**src/rtl/alu8_pkg.sv**
```systemverilog
// Shared definitions for the 8-bit ALU command queue: opcodes, the queued
// command record and the default queue depth.
package alu8_pkg;

  localparam int DATA_W        = 8;
  localparam int DEPTH_DEFAULT = 4;

  localparam logic [2:0] OP_ADD = 3'b000;
  localparam logic [2:0] OP_SUB = 3'b001;
  localparam logic [2:0] OP_MUL = 3'b010;
  localparam logic [2:0] OP_DIV = 3'b011;

  typedef struct packed {
    logic [2:0]        opcode;
    logic [DATA_W-1:0] a;
    logic [DATA_W-1:0] b;
  } cmd_t;

endpackage

```
**src/rtl/alu8_cmd_queue_if.sv**
```systemverilog
// Command-in / result-out bundle of the ALU command queue; master is the
// producer/consumer side, slave is the queue.
interface alu8_cmd_queue_if #(
  parameter int DEPTH = alu8_pkg::DEPTH_DEFAULT
);
  logic                   in_valid;
  logic                   in_ready;
  logic [2:0]             in_opcode;
  logic [7:0]             in_a;
  logic [7:0]             in_b;
  logic                   out_valid;
  logic                   out_ready;
  logic [7:0]             out_result;
  logic                   out_zero;
  logic                   out_dz;
  logic                   out_illegal;
  logic [$clog2(DEPTH):0] count;

  modport master (
    output in_valid, in_opcode, in_a, in_b, out_ready,
    input  in_ready, out_valid, out_result, out_zero, out_dz, out_illegal, count
  );

  modport slave (
    input  in_valid, in_opcode, in_a, in_b, out_ready,
    output in_ready, out_valid, out_result, out_zero, out_dz, out_illegal, count
  );
endinterface

```
**src/rtl/alu8_cmd_queue_alu8.sv**
```systemverilog
// Combinational 8-bit ALU: add/sub/mul modulo 256, unsigned floor divide.
// Divide by zero yields all-ones and illegal opcodes yield zero.
module alu8
  import alu8_pkg::*;
(
  input  logic [2:0]        op,
  input  logic [DATA_W-1:0] a,
  input  logic [DATA_W-1:0] b,
  output logic [DATA_W-1:0] y
);

  always_comb begin
    y = '0;
    case (op)
      OP_ADD:  y = a + b;
      OP_SUB:  y = a - b;
      OP_MUL:  y = a * b;
      OP_DIV:  y = (b == '0) ? '1 : a / b;
      default: y = '0;
    endcase
  end

endmodule

```
**src/rtl/alu8_cmd_queue.sv**
```systemverilog
// Command FIFO feeding a combinational ALU from its head; results land in a
// single output register with valid/ready back-pressure.
module alu8_cmd_queue
  import alu8_pkg::*;
#(
  parameter int DEPTH = DEPTH_DEFAULT
) (
  input  logic             clk,
  input  logic             rst_n,
  alu8_cmd_queue_if.slave  bus
);

  localparam int PW = (DEPTH > 1) ? $clog2(DEPTH) : 1;
  localparam int CW = $clog2(DEPTH) + 1;

  cmd_t              mem [DEPTH];
  logic [PW-1:0]     wr_ptr;
  logic [PW-1:0]     rd_ptr;
  logic [CW-1:0]     cnt;
  logic              ready;
  logic              push;
  logic              pop;
  cmd_t              in_cmd;

  cmd_t              head_p0;
  logic [DATA_W-1:0] alu_y_p0;
  logic              dz_p0;
  logic              ill_p0;

  logic              vld_p1;
  logic [DATA_W-1:0] res_p1;
  logic              zero_p1;
  logic              dz_p1;
  logic              ill_p1;

  // in_ready depends only on the registered count
  assign ready  = (cnt < CW'(DEPTH));
  assign push   = bus.in_valid && ready;
  assign pop    = (cnt != '0) && (!vld_p1 || bus.out_ready);
  assign in_cmd = '{opcode: bus.in_opcode, a: bus.in_a, b: bus.in_b};

  always_ff @(posedge clk) begin
    if (push) mem[wr_ptr] <= in_cmd;
  end

  always_ff @(posedge clk or negedge rst_n) begin
    if (!rst_n) begin
      wr_ptr <= '0;
      rd_ptr <= '0;
      cnt    <= '0;
    end else begin
      if (push) wr_ptr <= wr_ptr + PW'(1);
      if (pop)  rd_ptr <= rd_ptr + PW'(1);
      if (push && !pop)      cnt <= cnt + CW'(1);
      else if (pop && !push) cnt <= cnt - CW'(1);
    end
  end

  // ---- stage p0: queue head through ALU, flags decoded alongside ----
  assign head_p0 = mem[rd_ptr];
  assign dz_p0   = (head_p0.opcode == OP_DIV) && (head_p0.b == '0);
  assign ill_p0  = head_p0.opcode[2];

  alu8 u_alu (
    .op (head_p0.opcode),
    .a  (head_p0.a),
    .b  (head_p0.b),
    .y  (alu_y_p0)
  );

  // ---- stage p1: result register, loaded only on pop ----
  always_ff @(posedge clk or negedge rst_n) begin
    if (!rst_n) begin
      vld_p1  <= 1'b0;
      res_p1  <= '0;
      zero_p1 <= 1'b0;
      dz_p1   <= 1'b0;
      ill_p1  <= 1'b0;
    end else if (pop) begin
      vld_p1  <= 1'b1;
      res_p1  <= alu_y_p0;
      zero_p1 <= (alu_y_p0 == '0);
      dz_p1   <= dz_p0;
      ill_p1  <= ill_p0;
    end else if (bus.out_ready) begin
      vld_p1  <= 1'b0;
    end
  end

  assign bus.in_ready    = ready;
  assign bus.count       = cnt;
  assign bus.out_valid   = vld_p1;
  assign bus.out_result  = res_p1;
  assign bus.out_zero    = zero_p1;
  assign bus.out_dz      = dz_p1;
  assign bus.out_illegal = ill_p1;

endmodule

```
**src/flat_wrapper.sv**
```systemverilog
// flat-port wrapper written by rule: the top's interface ports become plain ports
module alu8_cmd_queue_flat import alu8_pkg::*;
#(
  parameter int DEPTH = DEPTH_DEFAULT
)
  (clk, rst_n, bus_in_valid, bus_in_opcode, bus_in_a, bus_in_b, bus_out_ready, bus_in_ready, bus_out_valid, bus_out_result, bus_out_zero, bus_out_dz, bus_out_illegal, bus_count);
  alu8_cmd_queue_if #(.DEPTH(DEPTH)) bus_i ();
  input  logic clk;
  input  logic rst_n;
  input wire logic [$bits(bus_i.in_valid)-1:0] bus_in_valid;
  input wire logic [$bits(bus_i.in_opcode)-1:0] bus_in_opcode;
  input wire logic [$bits(bus_i.in_a)-1:0] bus_in_a;
  input wire logic [$bits(bus_i.in_b)-1:0] bus_in_b;
  input wire logic [$bits(bus_i.out_ready)-1:0] bus_out_ready;
  output wire logic [$bits(bus_i.in_ready)-1:0] bus_in_ready;
  output wire logic [$bits(bus_i.out_valid)-1:0] bus_out_valid;
  output wire logic [$bits(bus_i.out_result)-1:0] bus_out_result;
  output wire logic [$bits(bus_i.out_zero)-1:0] bus_out_zero;
  output wire logic [$bits(bus_i.out_dz)-1:0] bus_out_dz;
  output wire logic [$bits(bus_i.out_illegal)-1:0] bus_out_illegal;
  output wire logic [$bits(bus_i.count)-1:0] bus_count;
  assign bus_i.in_valid = bus_in_valid;
  assign bus_i.in_opcode = bus_in_opcode;
  assign bus_i.in_a = bus_in_a;
  assign bus_i.in_b = bus_in_b;
  assign bus_i.out_ready = bus_out_ready;
  assign bus_in_ready = bus_i.in_ready;
  assign bus_out_valid = bus_i.out_valid;
  assign bus_out_result = bus_i.out_result;
  assign bus_out_zero = bus_i.out_zero;
  assign bus_out_dz = bus_i.out_dz;
  assign bus_out_illegal = bus_i.out_illegal;
  assign bus_count = bus_i.count;
  alu8_cmd_queue #(.DEPTH(DEPTH)) u_core (.clk(clk), .rst_n(rst_n), .bus(bus_i));
endmodule
```
**config.mk**
```make
export PLATFORM = sky130hd
export DESIGN_NAME = alu8_cmd_queue_flat
export DESIGN_NICKNAME = d
export VERILOG_FILES = /design/src/rtl/alu8_pkg.sv /design/src/rtl/alu8_cmd_queue_if.sv /design/src/rtl/alu8_cmd_queue_alu8.sv /design/src/rtl/alu8_cmd_queue.sv /design/src/flat_wrapper.sv
export SDC_FILE = /design/constraint.sdc
export NUM_CORES = 1
export LEC_CHECK = 0
export BUFFER_PORTS_ARGS = -buffer_cell sky130_fd_sc_hd__buf_4
export CAP_MARGIN = 25
export CORE_MARGIN = 2
export CORE_UTILIZATION = 35
export CTS_CLUSTER_DIAMETER = 40
export DETAILED_ROUTE_END_ITERATION = 16
export SYNTH_ARGS = -nofsm -noshare
export SYNTH_HDL_FRONTEND = slang
export SYNTH_SLANG_ARGS = --single-unit
```
**constraint.sdc**
```tcl
create_clock -name clk -period 14.9 [get_ports clk]
set_clock_uncertainty 0.1 [all_clocks]
set_input_delay 2.98 -clock clk [delete_from_list [all_inputs] [get_ports clk]]
set_output_delay 2.98 -clock clk [all_outputs]
set_load 0.03 [all_outputs]
```
==> run summary <==
Largest net degree at the start of global routing: 21
FMAX: 74.6 MHz
Mapped Nets: 667
Compound-cell area share of the yosys netlist: 9.55%
Share of flip-flops with an asynchronous set or reset: 20.0%
Nets: 712
M1 WL: 6300 um
Status: finished clean
Number of flops mapped to enable cells by yosys: 76
Cts repair resizes: 0
GRT Util Overall: 15.3%
Detailed Route Iter0 Violations: 203
Total CTS buffers: 9
Synth Instances: 561
Vias in the first global route: 4,774
CTS clk-pin slew, worst paths: 0.07 ns
WHS: 0.395 ns
Die ar.: 0.0200 mm2
Fill cells: 1,734
CTS Sinks: 95
Cell variety after synth: 55
Synth Warn #: 0
Xor and xnor area share after synthesis: 6.10%
Slew @ Worst Pin: 0.725 ns
Unrepaired setup endpoints after global routing: false
CP Capture Type: flip-flop
Postcts setup bufs: 0
# diodes: 0
Chip height: 141 um
Slew Limit Headroom: 51.7%
Max Slew Vio Count: 0
Worst min path class: flip-flop to flip-flop
WL final: 14,400 um
Post-synthesis adder-cell area fraction: 17.3%
Max-Cap Viols: 0
Endpoints failing hold: 0
Tmin final: 13.40 ns
H-Tree Depth: 3
Wire per inst: 17.0 um
Register area share after synthesis: 41.8%
TritonCTS clock tree: yes
Simple-gate portion of the synthesized area: 10.6%
Largest family of logic cells by synthesized area: adder cells
Port bufs: 38
Area of the core: 0.0186 mm2
Synthesized area per cell: 11.8 um2
#FFs+latches synth: 95
Total gr overflow: 0
Initial Util: 35.5%
Fin crit share: 89.9%
WL met3: 527 um
Most Frequent Cell on Critical Path: ha_1
Final setup vio count: 0
Via count: 4,418
Max FO, Critical Path: 13
Final Wtd Congestion: 0.848
Die Wd: 141 um
Synthesis-to-layout area growth: 14.2%
Residual DRC: 0
CTS max path bufs: 2
Final ANT Viol Nets: 0
Worst skew pair latency: 0.34 ns
Post-CTS Hold Buffers: 0
Synthesized area: 0.00660 mm2
First-pass GRT wire length: 23,900 um
Multi-input logic area: 0.00362 mm2
HPWL Detailed: 10,900 um
Initial antenna violation count: 0
Ys flop type: edfxtp_1
Setup TNS: 0 ns
Highest Signal Layer: met4
Storage cell area: 0.00276 mm2
Crit path max-delay cell type: dfrtp_1
Vias per Instance: 5.23
Post-synthesis mux area share: 11.3%
Kind of critical path: flip-flop to flip-flop
Max incr delay on CP: 0.81 ns
Worst EP required: 15.02 ns
Clock root buffer: clkbuf_16
DR WL met2: 7000 um
Critical Path AT: 13.53 ns
Worst Setup Start Kind: flip-flop
I/O Pins: 39
Pre-antenna DRT Iters: 5
Rows: 50
Share of layout cells above drive strength 1: 18.5%
-- cell usage after synthesis, drive strengths merged, types with 7 or more instances --
master | instances | share of area, %
dfrtp | 19 | 7.2
inv | 43 | 2.4
ha | 69 | 13
a21o | 7 | 0.80
fa | 14 | 4.2
nor3 | 11 | 0.83
edfxtp | 76 | 35
o21a | 12 | 1.4
o21ai | 21 | 1.6
a21oi | 16 | 1.2
nand2b | 7 | 0.66
nand2 | 48 | 2.7
nor2b | 7 | 0.66
xor2 | 10 | 1.3
mux2 | 17 | 3.0
nor2 | 38 | 2.2
xnor2 | 36 | 4.8
and2 | 15 | 1.4
mux4 | 23 | 7.8
clkbuf | 7 | 0.40
a211oi | 8 | 0.91
-- worst max-delay path: cells and delay by family, from the launching register on --
family | cells | cell delay (ns)
mux | 7 | 2.96
compound gates | 19 | 4.50
fa+ha+maj | 7 | 1.93
flops | 1 | 0.81
simple gates | 11 | 2.95
-- logic make-up (layout without fill, tap and decap cells) --
| logic type | after synthesis | in the layout |
|---|---|---|
| XOR/XNOR | 46 | 46 |
| flip-flops | 95 | 95 |
| multiplexers | 43 | 43 |
| buffers and inverters | 56 | 106 |
| AO/OA/AOI/OAI | 92 | 92 |
| adder cells (fa/ha/maj) | 83 | 83 |
| AND/OR/NAND/NOR | 146 | 146 |
-- stage by stage --
stage          util [%]  setup slack, ns  cells  cell area, um2
6_report           40.6             1.50    845            7540
5_1_grt            40.6            0.354    845            7540
4_1_cts            40.2             1.44    842            7460
3_5_place_dp       38.7             1.54    826            7180
3_3_place_gp       38.5             2.00    825            7150
2_1_floorplan         -             2.71    561            6600
-- flip-flops by register name (all words and copies together), names as in the netlist --
register and flops:
u_core.bus.count 3, u_core.bus.out_valid 1, u_core.bus.out_illegal 1, u_core.rd_ptr 2, u_core.bus.out_dz 1, u_core.bus.out_zero 1, u_core.bus.out_result 8, u_core.mem 76
u_core.wr_ptr 2
-- cells in the final DEF, fill, tap and decap left out, types with 5 or more instances in the layout --
cell type  instances
a211oi_1           8
a21o_1             7
a21oi_1           16
and2_1            15
buf_4             42
clkbuf_16         10
dfrtp_1           19
edfxtp_1          76
fa_1              14
ha_1              69
inv_1             43
mux2_2            15
mux4_2            23
nand2_1           48
nand2b_1           7
nor2_1            38
nor2b_1            7
nor3_1            11
o21a_1            12
o21ai_0           18
or2_2              5
xnor2_1           36
xor2_1            10
-- per-layer routing --
metal / track usage [%] / up-vias
met5: 0 / -
met4: 7.58 / 0
met3: 2.23 / 32
met2: 26.2 / 90
met1: 18.9 / 2156
li1: - / 2140
-- path summary, 6_finish.rpt --
kind / end / start / slack, ns / cells after the start
worst max-delay path: u_core.bus.out_zero / u_core.rd_ptr[0] / 1.50 / 44
worst min-delay path: u_core.bus.out_result[3] / u_core.bus.out_result[3] / 0.39 / 2
worst max register to register: u_core.bus.out_zero / u_core.rd_ptr[0] / 1.50 / 44
worst min register to register: u_core.bus.out_result[3] / u_core.bus.out_result[3] / 0.39 / 2
max in group asynchronous: u_core.bus.out_result[7] / rst_n / 12.10 / 1
min in group asynchronous: u_core.bus.out_result[4] / rst_n / 2.40 / 1
-- cell type report --
cell class	count	area share, %
clock inverter	7	0.713
tap	234	3.88
sequential	95	36.6
multi-input combinational	410	48.1
clock buffer	9	2.99
timing repair buffer	46	5.61
inverter	44	2.19
Power is left out: the tool's default activity adds up to more than one toggle a clock period on the data nets, which glitch-free logic cannot reach.
